## config.mk

```make
export PLATFORM = sky130hd
export DESIGN_NAME = rt_bcd_counter
export DESIGN_NICKNAME = d
export VERILOG_FILES = /design/src/rtl/rt_bcd_counter.sv
export SDC_FILE = /design/constraint.sdc
export NUM_CORES = 1
export LEC_CHECK = 0
export ABC_AREA = 1
export CORE_MARGIN = 4
export CORE_UTILIZATION = 35
export DETAILED_ROUTE_END_ITERATION = 16
export GPL_ROUTABILITY_DRIVEN = 0
export SYNTH_ARGS = -nofsm -noshare
export SYNTH_HDL_FRONTEND = slang
export SYNTH_SLANG_ARGS = --single-unit
```

## constraint.sdc

```tcl
create_clock -name clk -period 3.76 [get_ports clk]
set_clock_uncertainty 0.2 [all_clocks]
set_input_delay 0.376 -clock clk [delete_from_list [all_inputs] [get_ports clk]]
set_output_delay 0.376 -clock clk [all_outputs]
set_load 0.03 [all_outputs]
```

## src/rtl/rt_bcd_counter.sv

```systemverilog
// rt_bcd_counter: real-time modulo-N up/down counter driven by an internal
// prescaler (DIV = CLK_HZ/TICK_HZ clocks per step). The count is presented
// as binary and as packed BCD, and both outputs are registered on the same
// edge so that they always agree.
//
// Optional feature macro: RTC_LAP_EN adds a lap capture register.
//
// Ports:
//   clk        system clock
//   reset_n    asynchronous active-low reset
//   en         run enable; prescaler and count hold while low
//   up         1 = count up, 0 = count down, sampled at each tick
//   clr        synchronous clear of count and prescaler (highest priority)
//   load       synchronous load strobe; load_val is clamped to N-1
//   load_val   binary load value
//   tick_o     one-cycle pulse, high while a freshly stepped count is shown
//   count_bin  binary count, 0..N-1
//   count_bcd  BCD count; digit i at [4i+3:4i]
//   tc         one-cycle pulse, high while a freshly wrapped count is shown
//   lap        (RTC_LAP_EN) capture strobe
//   lap_bcd    (RTC_LAP_EN) captured BCD count
//   lap_valid  (RTC_LAP_EN) set by a capture, cleared by clr
module rt_bcd_counter #(
  parameter int  CLK_HZ  = 100_000_000,
  parameter int  TICK_HZ = 1,
  parameter int  N       = 100,
  parameter int  DIGITS  = 2,
  localparam int W       = $clog2(N)
) (
  input  logic                  clk,
  input  logic                  reset_n,
  input  logic                  en,
  input  logic                  up,
  input  logic                  clr,
  input  logic                  load,
  input  logic [W-1:0]          load_val,
  output logic                  tick_o,
  output logic [W-1:0]          count_bin,
  output logic [4*DIGITS-1:0]   count_bcd,
`ifdef RTC_LAP_EN
  input  logic                  lap,
  output logic [4*DIGITS-1:0]   lap_bcd,
  output logic                  lap_valid,
`endif
  output logic                  tc
);

  localparam int DIV = CLK_HZ / TICK_HZ;
  localparam int PW  = (DIV > 1) ? $clog2(DIV) : 1;
  localparam logic [W-1:0]  MAXC = W'(N - 1);
  localparam logic [PW-1:0] LAST = PW'(DIV - 1);

  logic [PW-1:0]             pre, pre_nxt;
  logic [W-1:0]              count_nxt;
  logic                      tick_now, tick_nxt, tc_nxt;
  logic [DIGITS-1:0][3:0]    bcd_nxt;

  // With DIV=1 the prescaler is pinned at 0 == LAST, so every enabled
  // cycle is a tick.
  assign tick_now = en && (pre == LAST);

  always_comb begin
    pre_nxt   = pre;
    count_nxt = count_bin;
    tick_nxt  = 1'b0;
    tc_nxt    = 1'b0;
    if (clr) begin
      pre_nxt   = '0;
      count_nxt = '0;
    end else begin
      if (en) pre_nxt = tick_now ? '0 : pre + PW'(1);
      // A load swallows a coincident tick; the prescaler keeps its phase.
      if (load) begin
        count_nxt = (load_val > MAXC) ? MAXC : load_val;
      end else if (tick_now) begin
        tick_nxt = 1'b1;
        if (up) begin
          if (count_bin == MAXC) begin
            count_nxt = '0;
            tc_nxt    = 1'b1;
          end else begin
            count_nxt = count_bin + W'(1);
          end
        end else begin
          if (count_bin == '0) begin
            count_nxt = MAXC;
            tc_nxt    = 1'b1;
          end else begin
            count_nxt = count_bin - W'(1);
          end
        end
      end
    end
  end

  // Decimal digits of the next count, so BCD is registered alongside binary.
  for (genvar i = 0; i < DIGITS; i++) begin : g_digit
    assign bcd_nxt[i] = 4'((int'(count_nxt) / (10 ** i)) % 10);
  end

  always_ff @(posedge clk or negedge reset_n) begin
    if (!reset_n) begin
      pre       <= '0;
      count_bin <= '0;
      count_bcd <= '0;
      tick_o    <= 1'b0;
      tc        <= 1'b0;
    end else begin
      pre       <= pre_nxt;
      count_bin <= count_nxt;
      count_bcd <= bcd_nxt;
      tick_o    <= tick_nxt;
      tc        <= tc_nxt;
    end
  end

`ifdef RTC_LAP_EN
  // Captures the count shown before this edge's update.
  always_ff @(posedge clk or negedge reset_n) begin
    if (!reset_n) begin
      lap_bcd   <= '0;
      lap_valid <= 1'b0;
    end else if (clr) begin
      lap_bcd   <= '0;
      lap_valid <= 1'b0;
    end else if (lap) begin
      lap_bcd   <= count_bcd;
      lap_valid <= 1'b1;
    end
  end
`endif

endmodule

```

==> metrics.csv <==
metric,value,unit
status,"finished, violations left",
violations,setup timing,
netlist_top_cells_count,"nand2_1, inv_1, nor2_1",
fmax,264,MHz
final.min_clock_period,3.79,ns
synth_top_area_share,31.4,%
synthFlopType,dfrtp_1,
grt_max_degree,44,
yosysTopAreaCell,dfrtp_1,
drtIter0Drc,154,
dp_hpwl,7490,um
postSynth.asyncResetShare,100,%
core-area,0.00937,mm2
clockBufferDepth,2,
clock-root-buffer,clkbuf_8,
fillers,855,
grt_usage,17.7,%
areaGrowthSynthToFinish,49.2,%
tightest_slew,1.00,ns
worstSkewPairLatency,0.30,ns
diodes,0,
rows,35,
cp.arrival,3.78,ns
antenna_found_initial,0,
crit_top_cell,nand2_2,
overflow,0,
hold_buffers,0,
peakVddDrop,0.000254,V
met3_usage,2.23,%
grt_busiest_layer,met2,
finalMaxSlewViolations,0,
start_util,36.6,%
synth_fp_nets,525,
synth_cell_type_count,43,
io_buffers,29,
end_kind,flip-flop,
critPathKind,flip-flop to flip-flop,
fin_tns_setup,-0.0502,ns
final_nets,643,
hold_path.class,primary input to asynchronous set/reset pin,
finalHoldViolCount,0,
synth.yosys.seq_area_share,31.4,%
maxCapViolCount,0,
powerDensity,327,mW/mm2
slowest_delay,0.45,ns
numPlacedInstances,722,
drive_above_1_share,37.5,%
vias,3723,
syn-cell-area,0.00343,mm2
cpMaxStageDelayCell,dfrtp_2,
clk_pin_slew,0.09,ns
chipWidth,107,um
post_layout_nonfiller_instances,750,
worstPathMaxFanout,8,
die_y,107,um
cts_buffers,5,
via_per_inst,4.96,
p_leak,2.33,nW
relSlewSlack,33.1,%
placed_cell_area,0.00436,mm2
grt_first_pass_wirelength,16500,um
critPathBufInv,3,
wl_per_cell,13.9,um
drc,0,
setup_slack,-0.0296,ns
die_area,0.0115,mm2
cts.sinks,43,
synth_edf_count,0,
yosysMostFrequentCell,nand2_1,
use_met1,23.1,%
grt_pass1_vias,3566,
avgSynthCellArea,6.84,um2
synth-seq-cells,43,
start_kind,flip-flop,
yosysWarnings,0,
fin_crit_sh,101,%
cp_top_family,simple AND/OR/NAND/NOR gates,
syn_inst,502,
final_antenna_net_count,0,
cp.required,3.75,ns
setup_violations,3,
synth_area_leaders,"dfrtp_1, nand2_1, inv_1, nor2_1, nand3_1",
drt_wl_total,10400,um
cts_tree,yes,
ioPinCount,30,
grtUsageMet2,31.4,%
rsz0062_at_grt,yes,
first_pass_iters,7,
stdcell_area,0.00512,mm2
cts.htree.levels,2,
layout by cell type (no fill, tap or decap), types with 4 or more instances in the layout:
| cell type | count |
|---|---|
| buf_4 | 78 |
| nand2_1 | 85 |
| a21oi_1 | 21 |
| clkbuf_8 | 5 |
| nand3_2 | 13 |
| nor2_1 | 52 |
| inv_2 | 21 |
| nor3_1 | 12 |
| nand2_8 | 5 |
| nand3_4 | 8 |
| buf_6 | 11 |
| o21ai_0 | 12 |
| clkdlybuf4s50_1 | 27 |
| dfrtp_2 | 4 |
| inv_4 | 4 |
| nor2_2 | 8 |
| nand2_2 | 25 |
| nand3_1 | 27 |
| dfrtp_1 | 39 |
| ha_4 | 7 |
| inv_1 | 61 |
| nand4_1 | 15 |
| nand2_4 | 16 |
| nor2_4 | 10 |
| xor2_1 | 7 |
worst register-to-register path, cell delays in order (launching register included):
cell and delay [ns]:
dfrtp_2 0.45, buf_4 0.15, nand3_2 0.11, nor2_4 0.15, nand2_1 0.06, nand2_1 0.07, nand3_1 0.07, nand2_1 0.08
nand3_2 0.11, nand2_2 0.09, nand2_4 0.07, ha_4 0.17, inv_2 0.06, ha_4 0.20, o21ai_4 0.15, nand2_2 0.11
nor2_4 0.21, nand2_8 0.12, o21ai_4 0.23, nand2_8 0.10, nand3_4 0.15, nand2_4 0.07, nand2_4 0.08, inv_2 0.05
ha_4 0.15, xor2_2 0.15, nand2_2 0.06, nand2_2 0.04
power by group:
group,switching [W],leakage (nW),internal [W]
Clock,0.000170,0.0477,0.000128
Sequential,0.0000217,0.569,0.000495
Combinational,0.000483,1.72,0.000376
Total,0.000675,2.33,0.000999
stage by stage:
stage               worst slack (ns)  utilization (%)  power (W)  hold slack (ns)
finish                       -0.0296             54.6    0.00167           0.0326
global route                  -0.258             54.6    0.00178            0.131
CTS                         0.000368             50.4    0.00154           0.0887
detailed placement            -0.426             46.5    0.00118            0.332
global placement              -0.278             46.5    0.00117            0.323
floorplan                     0.0329                -   0.000921           -0.120
registers in the layout (all words and copies together), names as in the netlist:
signal and flops:
pre 27, count_bcd 8, count_bin 6, tc 1, tick_o 1
final cells by class:
class / instances / area (um2) / area share, %
clock inverters: 3 / 15.0 / 0.293
flip-flops and latches: 43 / 1080 / 21.1
multi-input cells: 364 / 2460 / 48.1
repair buffers: 118 / 993 / 19.4
well taps: 129 / 161 / 3.15
clock buffers: 5 / 68.8 / 1.34
inverters: 88 / 340 / 6.65
logic make-up (layout without fill, tap and decap cells):
family          Yosys count  in the layout  share of synthesized area [%]
fa+ha+maj                10             10                           3.65
compound gates           62             62                           11.4
buf+inv                  95            214                           10.8
mux                       1              1                          0.292
flops                    43             43                           31.4
xor+xnor                  9              9                           2.30
simple gates            282            282                           40.2
worst paths after layout:
kind                              startpoint            to  slack (ns)  depth (start not counted)
max in group asynchronous            reset_n  count_bin[1]        2.62                          1
min in group clk                      pre[7]        pre[7]        0.34                          2
worst min-delay path                 reset_n       pre[13]        0.03                          1
worst max register to register  count_bcd[0]  count_bcd[3]       -0.03                         27
worst max-delay path            count_bcd[0]  count_bcd[3]       -0.03                         27
worst min register to register        pre[7]        pre[7]        0.34                          2
metal layers:
layer	share of wire [%]	up-vias	wire, um
li1	-	1855	-
met5	0	-	0
met2	50	95	5240
met3	4.4	19	461
met4	1.9	0	194
met1	44	1754	4550
timing repair:
item / CTS / global route
pin swaps: 37 / 59
endpoints found under the setup margin: 6 / 7
resized for setup: 53 / 78
setup buffers: 12 / 10
cloned: 0 / 0
Power figures use the tool's default switching activity.
